==> src/rtl/pbit_gibbs_sampler.sv <==
// pbit_gibbs_sampler: round-robin (Gibbs) p-bit update engine.
// Holds the N-bit p-bit state, updates one bit per enabled cycle by comparing
// a tanh lookup of the incoming activation against an on-chip 16-bit LFSR.
// Optional feature macro: PBIT_BETA_EN (adds beta_shift activation scaling).
module pbit_gibbs_sampler #(
  parameter int unsigned N    = 4,
  parameter logic [15:0] SEED = 16'hACE1
) (
  input  logic                     clk,
  input  logic                     rst,
  input  logic                     en,
  input  logic [4*N-1:0]           act_flat,
  input  logic [N-1:0]             clamp_mask,
  input  logic [N-1:0]             clamp_val,
`ifdef PBIT_BETA_EN
  input  logic [1:0]               beta_shift,
`endif
  output logic [N-1:0]             state,
  output logic [$clog2(N)-1:0]     idx,
  output logic                     sweep_done,
  output logic [15:0]              sweep_cnt
);

  localparam int unsigned IW        = $clog2(N);
  localparam logic [15:0] LFSR_INIT = (SEED == 16'h0000) ? 16'hACE1 : SEED;
  localparam logic [15:0] LFSR_TAPS = 16'hB400;

  logic [15:0]       lfsr;
  logic [15:0]       lfsr_nxt;
  logic signed [3:0] act_sel;
  logic signed [3:0] act_eff;
  logic signed [7:0] t_val;
  logic signed [7:0] rnd;
  logic              clamp_sel;
  logic              clamp_bit;
  logic              new_bit;
  logic              last;
  logic [N-1:0]      state_nxt;

  // tanh-shaped lookup, odd-symmetric except -8 which saturates to -127
  function automatic logic signed [7:0] tanh_lut(input logic signed [3:0] a);
    logic signed [7:0] r;
    case (a)
      4'sd0:   r = 8'sd0;
      4'sd1:   r = 8'sd59;
      4'sd2:   r = 8'sd97;
      4'sd3:   r = 8'sd115;
      4'sd4:   r = 8'sd122;
      4'sd5:   r = 8'sd125;
      4'sd6:   r = 8'sd126;
      4'sd7:   r = 8'sd127;
      -4'sd1:  r = -8'sd59;
      -4'sd2:  r = -8'sd97;
      -4'sd3:  r = -8'sd115;
      -4'sd4:  r = -8'sd122;
      -4'sd5:  r = -8'sd125;
      -4'sd6:  r = -8'sd126;
      -4'sd7:  r = -8'sd127;
      default: r = -8'sd127;
    endcase
    return r;
  endfunction

  // select the activation and clamp controls of the p-bit being updated
  always_comb begin
    act_sel   = '0;
    clamp_sel = 1'b0;
    clamp_bit = 1'b0;
    for (int k = 0; k < int'(N); k++) begin
      if (idx == IW'(k)) begin
        act_sel   = act_flat[4*k +: 4];
        clamp_sel = clamp_mask[k];
        clamp_bit = clamp_val[k];
      end
    end
  end

`ifdef PBIT_BETA_EN
  logic signed [7:0] act_ext;
  logic signed [7:0] act_shl;

  // scale the activation by 2^beta_shift, saturating into the 4-bit range
  always_comb begin
    act_ext = {{4{act_sel[3]}}, act_sel};
    act_shl = act_ext <<< beta_shift;
    if (act_shl > 8'sd7)
      act_eff = 4'sd7;
    else if (act_shl < -8'sd8)
      act_eff = -4'sd8;
    else
      act_eff = act_shl[3:0];
  end
`else
  // no scaling: activation feeds the lookup directly
  always_comb begin
    act_eff = act_sel;
  end
`endif

  // stochastic decision, next state vector, next LFSR value
  always_comb begin
    t_val     = tanh_lut(act_eff);
    rnd       = lfsr[7:0];
    new_bit   = clamp_sel ? clamp_bit : (t_val > rnd);
    last      = (idx == IW'(N - 1));
    lfsr_nxt  = {1'b0, lfsr[15:1]} ^ (lfsr[0] ? LFSR_TAPS : 16'h0000);
    state_nxt = state;
    for (int k = 0; k < int'(N); k++) begin
      if (idx == IW'(k))
        state_nxt[k] = new_bit;
    end
  end

  // state, sweep position, LFSR and sweep bookkeeping registers
  always_ff @(posedge clk) begin
    if (rst) begin
      state      <= '0;
      idx        <= '0;
      lfsr       <= LFSR_INIT;
      sweep_done <= 1'b0;
      sweep_cnt  <= '0;
    end else if (en) begin
      state      <= state_nxt;
      idx        <= last ? '0 : idx + IW'(1);
      lfsr       <= lfsr_nxt;
      sweep_done <= last;
      if (last)
        sweep_cnt <= sweep_cnt + 16'd1;
    end else begin
      sweep_done <= 1'b0;
    end
  end

endmodule

==> config.mk <==
export PLATFORM = sky130hd
export DESIGN_NAME = pbit_gibbs_sampler
export DESIGN_NICKNAME = d
export VERILOG_FILES = /design/src/rtl/pbit_gibbs_sampler.sv
export SDC_FILE = /design/constraint.sdc
export NUM_CORES = 1
export LEC_CHECK = 0
export ABC_AREA = 1
export BUFFER_PORTS_ARGS = -buffer_cell sky130_fd_sc_hd__clkbuf_2
export CAP_MARGIN = 20
export CORE_ASPECT_RATIO = 2
export CORE_UTILIZATION = 41
export CTS_CLUSTER_SIZE = 24
export DETAILED_ROUTE_END_ITERATION = 10
export GPL_TIMING_DRIVEN = 0
export SLEW_MARGIN = 20
export SYNTH_ARGS = -nofsm -noshare
export SYNTH_HDL_FRONTEND = slang
export SYNTH_SLANG_ARGS = --single-unit
==> constraint.sdc <==
create_clock -name clk -period 4.9 [get_ports clk]
set_clock_uncertainty 0.1 [all_clocks]
set_input_delay 0.245 -clock clk [delete_from_list [all_inputs] [get_ports clk]]
set_output_delay 0.245 -clock clk [all_outputs]
set_load 0.005 [all_outputs]
### Word-level counts from Yosys, hierarchy flattened

Memory sizes are Yosys's and may differ from the RTL's.
Index checks and enable logic that the tools add are counted.

* magnitude comparators: 1
* add/subtract/negate cells: 2
* bitwise logic cells: 2
* equal/unequal tests: 3
* reductions and logical operators: 6
* multiplexer cells: 14

Operator list (count)
* adder 16 x 1 -> 16 bit, second input constant: 1
* two-way mux 16 bit: 1
* two-way mux 4 bit: 4
* XOR 15 x 16 -> 16 bit: 1
* > comparator 8 bit: 1
* two-way mux 1 bit: 8
* AND reduction 2 bit: 4
* equality test 2 bit, second input constant: 2
* adder 2 x 1 -> 2 bit, second input constant: 1
* equality test 2 x 1 -> 1 bit, second input constant: 1
* zero test 2 bit: 1
* two-way mux 2 bit: 1
* OR reduction 2 bit: 1
* inverter 1 bit: 1

* logic and storage cells: 37
* ROM bits: 128
* memories: 1
* input port bits: 27
* register bits after elaboration: 39

Memories
* (no name shown): words 16, width 8, rd ports 1, clocked after memory_dff 0, wr ports 0, RTL line 43 `case (a)`

### Logic depth before layout (Yosys ltp)

Gate-level depths: netlist (run 1).
An unclocked memory read counts as a cell.

* word-level depth: 8
* mapped depth: 29

### Worst setup path before layout (run 1)

No wires, ideal clock.

* path type: register to register
* start point: reg idx[0]
* end point: reg state[3]
* buffers on the path: 0
* data arrival time: 2.610 ns
* setup slack: 2.081 ns
* setup time: 0.109 ns
* stages on the path, launching flop included: 24
* required time: 4.691 ns
* path through: dfxtp_1 -> inv_1 -> ha_1 -> inv_2 -> o21ai_0 -> a31o_2 -> nand2_2 -> inv_1 -> ha_1 -> o21ai_0 -> o21ai_0 -> ha_1 -> nand2_1 -> inv_1 -> nand2_1 -> nand2_1 -> nand2_1 -> nand2_1 -> nand2_1 -> nand2_1 -> nand2_2 -> nand3_1 -> nand2_1 -> inv_1

* cells in the longest elaborated chain, start to end: 8
* elaborated cells on any way between the ends: 19
* classes of those cells: 1 x order compare; 3 x eq/ne; 12 x mux; 2 x reduce/logical; 1 x memory

RTL lines
* start: declaration: RTL line 19 `output logic [$clog2(N)-1:0] idx,`
* start signal: assignment: RTL line 124 `idx <= last ? '0 : idx + IW'(1);`
* zero test 2 bit: RTL line 70 `if (idx == IW'(k)) begin`
* two-way mux 4 bit (4 in series): RTL line 70
* memory (16 x 8 bit)
* > comparator 8 bit: RTL line 104 `new_bit = clamp_sel ? clamp_bit : (t_val > rnd);`
* two-way mux 1 bit: RTL line 104
* end signal: assignment: RTL line 123 `state <= state_nxt;`
* end: declaration: RTL line 18 `output logic [N-1:0] state,`

Parallel ways exist; a longest one is shown, timed or not.
A chain may end at the register's enable or synchronous reset.

### Final worst setup path (run 1)

Ends and elaborated chain as after synthesis.

==> summary.md, run 1 <==
| Metric | Value |
|---|---|
| Sw frac | `~30%` |
| Detailed-route vias per instance | `4.905` |
| Synth Flop Type | `dfxtp_1` |
| NetSw | `between 0.0002 and 0.0003 W` |
| Int Power | `0.0006364 W` |
| Setup Viol. Count Final | `0` |
| Worst slew pin tran | `roughly 530 ps` |
| Critical Path End Type | `flop` |
| EDFF count, synth | `0` |
| Status | `finished clean` |
| Fin Setup TNS | `0 ps` |
| Critical Path Start Type | `flop` |
| Max Cap Viol | `0` |
| Routed wire length | `approximately 5200 microns` |
| Crit path from | `idx[0]$_SDFFE_PP0P_` |
| R2r endpoint | `state[3]$_SDFFE_PP0P_` |
| Flops & latches, synth | `39` |
| Final hold viol count | `0` |
| Postcts setup bufs | `0` |
| GRT Total Usage | `about a fifth` |
| Die W | `around 56 microns` |
| Area grow syn2layout | `19.82%` |
| Reg-to-Reg Start | `idx[0]$_SDFFE_PP0P_` |
| Number of cells on the worst reg-to-reg path | `20` |
| # hold bufs at CTS | `0` |
| First-pass iteration count of the detailed router | `4` |
| Detailed Place HPWL | `4090 microns` |
| Crit path max fanout | `7` |
| Clock Sinks | `39` |
| Non-filler cells, final | `about 450` |
| Period utilization | `68.32%` |
| Total power | `a little over 0.0009 W` |
| Pin count of the biggest net entering global routing | `12` |
| Largest cells by area after synthesis | `dfxtp_1 33%, nand2_1 10%, ha_1 8.9%` |
| Post-synth cell types | `39` |
| Final Util | `between 50% and 60%` |
| Ys async rst share | `0%` |
| Global route overflow | `0` |
| Initial Util | `42.15%` |
| Clock Latency Late Sink | `between 200 and 300 ps` |
| Layout cells sized above 1 | `around a quarter` |
| Setup Crit Path Kind | `flop to flop` |
| Clock share of power | `~38%` |
| # IOs | `50` |
| Pwr/cell area | `around 320 nW/um^2` |
| Core area | `between 5000 and 6000 sq um` |
| Compound-gate portion of the synthesized area | `between 10% and 20%` |
| First-pass GRT wire length | `a little under 9000 microns` |
| # diodes | `0` |
| ANT nets after route | `0` |
| WP data arrival | `roughly 3400 ps` |
| Post-synthesis adder-cell area fraction | `approximately 8.9%` |
| Combinational family with the most area after synthesis | `simple AND/OR/NAND/NOR gates` |
| Peak supply drop | `roughly 0.41 mV` |
| Reg2reg setup slack | `roughly 1600 ps` |
| Comb pwr share | `24.6%` |
| Die Area | `6147 sq um` |
| Post-route DRC | `0` |
| Register share of total power | `a little under two fifths` |
| Yosys warnings | `0` |
| Vias in the first global route | `between 2000 and 2500` |
| Hold endpoint | `sweep_cnt[5]$_SDFFE_PP0P_` |
| Synth area leader | `dfxtp_1` |
| Worst slew margin | `approximately 64%` |
| Final net count | `roughly 430` |
| Final RePlAce weighted congestion | `a little under 0.8` |
| Resize count post-CTS | `0` |
| Initial drt markers | `77` |
| Post-Syn Area | `roughly 2400 sq um` |
| Top cell type's share of synthesized area | `about a third` |
| Count leader, synth | `nand2_1` |
| Average cell area after synthesis | `roughly 7.1 sq um` |
| Worst EP required | `between 4000 and 5000 ps` |
| H-tree Lvls | `2` |
| Fillers | `between 600 and 700` |
| Final Critical Period | `~3300 ps` |
| Post-synthesis sequential area ratio | `between 30% and 40%` |
| CTS Root Cell | `clkbuf_16` |
| Min-Delay Startpoint | `rst` |
| Fin. max-slew vios | `0` |
| Via count of the routed design | `2212` |
| Fmax achieved | `approximately 300 MHz` |
| RSZ-0062 raised after global routing | `false` |
| Syn Inst Count | `about 330` |
| Min-Delay Path Depth | `3` |
| TritonCTS Buffers | `5` |
| Commonest cells in the netlist | `66 x nand2_1, 43 x inv_1, 39 x dfxtp_1, 34 x nor2_1, 27 x a21oi_1` |
| Clock Tree Buf Depth | `2` |
| IO buf count | `between 40 and 50` |
| Antenna violations before repair | `0` |
| Inst Count DP | `443` |
| Clk slew on worst S/H paths | `approximately 60 ps` |
| Pleak | `1.461 nW` |
| Num rows | `39` |
| Min-Delay Path Class | `primary input to flop` |
| Wire length per cell | `roughly 12 microns` |
| XOR/XNOR share of the synthesized area | `under 10%` |
| Simple-gate share of the synthesized area | `between 30 and 40%` |
| Mux share of post-synthesis cell area | `0%` |
| CTS tree | `done` |
| Mapped Nets | `~380` |
| Die Ht | `between 100 and 150 microns` |
worst max path at each step:
stage | cells past startpoint | endpoint | slack [ps]
floorplan | 23 | state[3]$_SDFFE_PP0P_ | 2080
global placement | 20 | state[2]$_SDFFE_PP0P_ | 1530
detailed placement | 20 | state[1]$_SDFFE_PP0P_ | 1500
CTS | 20 | state[1]$_SDFFE_PP0P_ | 1470
global route | 20 | state[1]$_SDFFE_PP0P_ | 1250
finish | 20 | state[3]$_SDFFE_PP0P_ | 1550
through the flow:
stage	instance area, sq um	setup slack [ps]	hold slack (ps)
2_1_floorplan	2386	2081	299.6
3_3_place_gp	2703	1526	342.0
3_5_place_dp	2703	1502	348.0
4_1_cts	2859	1474	143.4
5_1_grt	2859	1247	175.6
6_report	2859	1552	141.2
power groups by stage:
stage | sequential (W) | combinational, W | clock [W]
floorplan | 0.000346 | 0.000172 | 0
finish | 0.000342 | 0.000224 | 0.000345
CTS | 0.000342 | 0.000229 | 0.000351
detailed placement | 0.000348 | 0.000227 | 0
global route | 0.000344 | 0.000260 | 0.000363
global placement | 0.000348 | 0.000222 | 0
sequential cells by signal (all words and copies together) (netlist names):
| name | flops |
|---|---|
| sweep_done | 1 |
| state | 4 |
| lfsr | 16 |
| idx | 2 |
| sweep_cnt | 16 |
cells in the final DEF (no fill, tap or decap), types with 3 or more instances in the layout:
master,count
nor2_4,3
nand2_2,9
dfxtp_1,39
clkbuf_16,5
inv_1,43
o21ai_0,25
nor3_1,4
xor2_1,6
clkbuf_1,6
nand2_1,66
inv_2,6
ha_1,17
nor2_1,34
a21oi_1,27
nand3_1,18
clkbuf_2,48
layer usage:
metal	track usage [%]	routed length [microns]	share of wire (%)	up-vias
met3	3.882	143	2.8	6
met1	17.26	2007	39	990
met5	0	0	0	-
li1	-	-	-	1177
met4	7.491	105	2.0	0
met2	38.38	2940	57	39
kinds of logic (layout without fill, tap and decap cells):
| group | count (synthesis) | count (layout) |
|---|---|---|
| xor+xnor | 6 | 6 |
| simple gates | 148 | 148 |
| buf+inv | 60 | 116 |
| flops | 39 | 39 |
| fa+ha+maj | 17 | 17 |
| compound gates | 64 | 64 |
critical path, cell delays in order (launching register included):
cell and delay [ps]:
dfxtp_1 430, inv_1 100, ha_1 310, inv_2 170, o21ai_0 90, a31o_2 230, nand2_2 110, inv_1 70
ha_1 200, o21ai_0 170, o21ai_0 130, ha_1 310, nand2_1 50, inv_1 60, nand3_1 80, nor3_1 260
nor2_1 100, nand2_2 110, nand3_1 70, nand2_1 60, inv_1 40
final cells by class:
cell class,instances,area [sq um],area share [%]
plain buffers,9,48.80,1.707
clock buffers,8,156.4,5.470
inverters,51,195.2,6.827
multi-input cells,235,1361,47.62
flip-flops and latches,39,780.7,27.31
well taps,61,76.32,2.670
repair buffers,48,240.2,8.403
(Power assumes the default switching activity.)
==> run 2: changes to the inputs <==
--- a/config.mk
+++ b/config.mk
@@ -5,7 +5,7 @@
 export SDC_FILE = /design/constraint.sdc
 export NUM_CORES = 1
 export LEC_CHECK = 0
-export ABC_AREA = 1
+export ABC_AREA = 0
 export BUFFER_PORTS_ARGS = -buffer_cell sky130_fd_sc_hd__clkbuf_2
 export CAP_MARGIN = 20
 export CORE_ASPECT_RATIO = 2
@@ -13,6 +13,7 @@
 export CTS_CLUSTER_SIZE = 24
 export DETAILED_ROUTE_END_ITERATION = 10
 export GPL_TIMING_DRIVEN = 0
+export PLACE_DENSITY = 0.66
 export SLEW_MARGIN = 20
 export SYNTH_ARGS = -nofsm -noshare
 export SYNTH_HDL_FRONTEND = slang
==> constraint.sdc (replaced) <==
create_clock -name clk -period 3 [get_ports clk]
set_clock_uncertainty 0.1 [all_clocks]
set_input_delay 0.15 -clock clk [delete_from_list [all_inputs] [get_ports clk]]
set_output_delay 0.15 -clock clk [all_outputs]
set_load 0.005 [all_outputs]
==> run 2 against run 1 <==
Effect of this change:
- the run now ends with setup timing left
- maximum frequency grew 4.4%
- sequential power rose by 62%
- utilization increased by 3.0 points
- global-route usage rose by 0.15 points
- critical endpoint is now state[0]$_SDFFE_PP0P_
- largest cell class unchanged
==> summary.md, run 2 <==
| Metric | Value |
|---|---|
| Status | `complete, but fails checks (was finished clean)` |
| Failing checks | `setup timing` |
| Post-synth cell types | `45 (was 39)` |
| CP cell instances | `inv_4, ha_4, buf_6, buf_4, a221o_1, a22oi_4, o22ai_1, ha_1, nand4_1, o221a_2, o31ai_2, mux2i_1, buf_4, a311oi_2 (was inv_1, ha_1, inv_2, o21ai_0, a31o_2, nand2_2, inv_1, ha_1, o21ai_0, o21ai_0, ha_1, nand2_1, inv_1, nand3_1, nor3_1, nor2_1, nand2_2, nand3_1, nand2_1, inv_1)` |
| Setup Viol. Count Final | `4 (was 0)` |
| Final Worst Setup Slack | `-206.9 ps (was 1552 ps)` |
| Worst hold slack | `28.56 ps (was 141.2 ps)` |
| WP data arrival | `3260 ps (was 3430 ps)` |
| Detailed-route vias per instance | `5.142 (was 4.905)` |
| NetSw | `0.0003893 W (was 0.0002741 W)` |
| Clk slew on worst S/H paths | `80 ps (was 60 ps)` |
| Core area | `5139 sq um (was 5660 sq um)` |
| Worst slew margin | `66.79% (was 64.45%)` |
| Max Cap Viol | `0 (unchanged)` |
| Critical Path Start Type | `flop (unchanged)` |
| Biggest regs | `lfsr: 16 flops, sweep_cnt: 16 flops, state: 4 flops (unchanged)` |
| EDFF count, synth | `0 (unchanged)` |
| Worst EP required | `3060 ps (was 4990 ps)` |
| Average cell area after synthesis | `8.512 sq um (was 7.144 sq um)` |
| Top cell type's share of synthesized area | `35.41% (was 32.72%)` |
| Flops & latches, synth | `39 (unchanged)` |
| Via count of the routed design | `1949 (was 2212)` |
| Final RePlAce weighted congestion | `0.7233 (was 0.7705)` |
| Die W | `53.85 microns (was 55.94 microns)` |
| Ys async rst share | `0% (unchanged)` |
| Die Area | `5692 sq um (was 6147 sq um)` |
| Global route overflow | `0 (unchanged)` |
| Pleak | `1.210 nW (was 1.461 nW)` |
| Routed wire length | `4819 microns (was 5196 microns)` |
| Period utilization | `106.9% (was 68.32%)` |
| GRT Total Usage | `18.78% (was 18.64%)` |
| Wire length per cell | `12.72 microns (was 11.52 microns)` |
| Clock share of power | `26.7% (was 37.9%)` |
| Non-filler cells, final | `379 (was 451)` |
| Most frequent cells in the layout | `48 x clkbuf_2, 37 x dfxtp_1, 31 x nor2_1, 21 x nand2_1, 20 x inv_1 (was 66 x nand2_1, 48 x clkbuf_2, 43 x inv_1, 39 x dfxtp_1, 34 x nor2_1)` |
| Area grow syn2layout | `24.80% (was 19.82%)` |
| Post-Syn Area | `2205 sq um (was 2386 sq um)` |
| Pin count of the biggest net entering global routing | `12 (unchanged)` |
| Num rows | `37 (was 39)` |
| Inst Count DP | `365 (was 443)` |
| Most numerous cell on the critical path | `buf_4 (was inv_1)` |
| Clock Tree Buf Depth | `2 (unchanged)` |
| Clock Latency Late Sink | `280 ps (was 290 ps)` |
| Initial Util | `42.90% (was 42.15%)` |
| Vias in the first global route | `1896 (was 2093)` |
| Register share of total power | `43.6% (was 37.5%)` |
| Largest cells by area after synthesis | `dfxtp_1 35%, ha_1 9.6%, mux2i_1 6.4% (was dfxtp_1 33%, nand2_1 10%, ha_1 8.9%)` |
| Design Area, Final | `2751 sq um (was 2859 sq um)` |
| Sw frac | `30.71% (was 30.11%)` |
| Crit-path max cell delay | `400 ps (was 430 ps)` |
| Final net count | `364 (was 433)` |
| Syn Inst Count | `259 (was 334)` |
| DP Area | `2575 sq um (was 2703 sq um)` |
| Worst slew pin tran | `498.2 ps (was 533.2 ps)` |
| Post-route DRC | `0 (unchanged)` |
| TritonCTS Buffers | `5 (unchanged)` |
| Commonest cells in the netlist | `39 x dfxtp_1, 31 x nor2_1, 24 x inv_1, 21 x nand2_1, 19 x a21oi_1 (was 66 x nand2_1, 43 x inv_1, 39 x dfxtp_1, 34 x nor2_1, 27 x a21oi_1)` |
| Leading cell type in the layout, fill and taps excluded | `clkbuf_2 (was nand2_1)` |
| Comb pwr share | `29.7% (was 24.6%)` |
| Pwr/cell area | `460.7 nW/um^2 (was 318.5 nW/um^2)` |
| ANT nets after route | `0 (unchanged)` |
| Min-Delay Path Class | `primary input to flop (unchanged)` |
| Initial drt markers | `18 (was 77)` |
| Detailed Place HPWL | `3749 microns (was 4090 microns)` |
| Critical Path End Type | `flop (unchanged)` |
| Die Ht | `105.7 microns (was 109.9 microns)` |
| First-pass GRT wire length | `7893 microns (was 8866 microns)` |
| H-tree Lvls | `2 (unchanged)` |
| Antenna violations before repair | `0 (unchanged)` |
| First-pass iteration count of the detailed router | `4 (unchanged)` |
| Fin. max-slew vios | `0 (unchanged)` |
| # diodes | `0 (unchanged)` |
| IO buf count | `48 (unchanged)` |
| Synth Flop Type | `dfxtp_1 (unchanged)` |
| CTS tree | `done (unchanged)` |
| Int Power | `0.0008784 W (was 0.0006364 W)` |
| Setup Crit Path Kind | `flop to flop (unchanged)` |
| Synth area leader | `dfxtp_1 (unchanged)` |
| Final hold viol count | `0 (unchanged)` |
| # IOs | `50 (unchanged)` |
| Fmax achieved | `311.8 MHz (was 298.7 MHz)` |
| Fin Setup TNS | `-795.4 ps (was 0 ps)` |
| RSZ-0062 raised after global routing | `true (was false)` |
| Yosys warnings | `0 (unchanged)` |
| Count leader, synth | `dfxtp_1 (was nand2_1)` |
| Peak supply drop | `0.4189 mV (was 0.4103 mV)` |
| CP max-delay cell | `dfxtp_4 (was dfxtp_1)` |
| Layout cells sized above 1 | `29.91% (was 24.10%)` |
| Post-synthesis sequential area ratio | `35.41% (was 32.72%)` |
| CTS Root Cell | `clkbuf_8 (was clkbuf_16)` |
| Final Critical Period | `3207 ps (was 3348 ps)` |
| Mapped Nets | `303 (was 378)` |
| Crit path max fanout | `10 (was 7)` |
| Clock Sinks | `39 (unchanged)` |
-- run 2: cell type report --
cell class | instances | area (sq um)
sequential | 39 | 788.3
tap | 58 | 72.57
multi-input combinational | 182 | 1350
timing repair buffer | 54 | 285.3
clock inverter | 1 | 5.005
inverter | 26 | 107.6
fill | 511 | 2387
clock buffer | 7 | 76.32
buffer | 12 | 66.31
-- run 2: critical path: cells and delay by family (launching register included) --
family | cells | cell delay, ps
and+or+nand+nor | 1 | 140
buffers and inverters | 4 | 470
muxes | 1 | 220
AOI/OAI and AO/OA | 6 | 1250
adders and majority gates | 2 | 480
DFF | 1 | 400
-- run 2: final timing paths --
kind | slack, ps | startpoint | endpoint | cells past startpoint
worst max-delay path | -210 | idx[1]$_SDFFE_PP0P_ | state[0]$_SDFFE_PP0P_ | 14
worst min-delay path | 30 | clamp_val[3] | state[3]$_SDFFE_PP0P_ | 3
worst max register to register | -210 | idx[1]$_SDFFE_PP0P_ | state[0]$_SDFFE_PP0P_ | 14
worst min register to register | 380 | lfsr[15]$_SDFFE_PP1P_ | lfsr[15]$_SDFFE_PP1P_ | 2
-- run 2: what timing repair did --
item                       CTS  global route
buffers inserted             6             0
hold buffers                 0             0
setup endpoints to repair    4             4
pin swaps                    2             4
gates resized for setup     14             0
-- run 2: cell families (layout without fill, tap and decap cells) --
| logic type | count (synthesis) | in the layout | synth area share (%) |
|---|---|---|---|
| AND/OR/NAND/NOR | 81 | 81 | 17.37 |
| AO/OA/AOI/OAI | 54 | 54 | 17.59 |
| flip-flops | 39 | 39 | 35.41 |
| buffers and inverters | 38 | 100 | 7.151 |
| adder cells (fa/ha/maj) | 17 | 17 | 9.648 |
| XOR/XNOR | 15 | 15 | 5.959 |
| multiplexers | 15 | 15 | 6.867 |
-- run 2: power groups by stage --
stage               sequential (W)  clock [W]  combinational, W
global route              0.000556   0.000365          0.000423
CTS                       0.000554   0.000344          0.000380
floorplan                 0.000563          0          0.000249
detailed placement        0.000566          0          0.000333
finish                    0.000553   0.000338          0.000377
global placement          0.000565          0          0.000327
-- run 2: metal layers --
metal  global-route usage (%)  wire length [microns]  up-vias
met5                        0                      0        -
met1                    17.89                   1863      894
met3                    2.597                    156        6
li1                         -                      -     1011
met2                    35.89                   2711       38
met4                    8.459                     88        0
-- run 2: metrics by stage --
stage | utilization, % | setup slack [ps] | total power [W]
after floorplan | - | -24.30 | 0.0008123
after global placement | 50.11 | -392.2 | 0.0008919
after detailed placement | 50.11 | -437.0 | 0.0008991
after global routing | 53.54 | -360.6 | 0.001344
final | 53.54 | -206.9 | 0.001268
after CTS | 53.54 | -203.1 | 0.001278
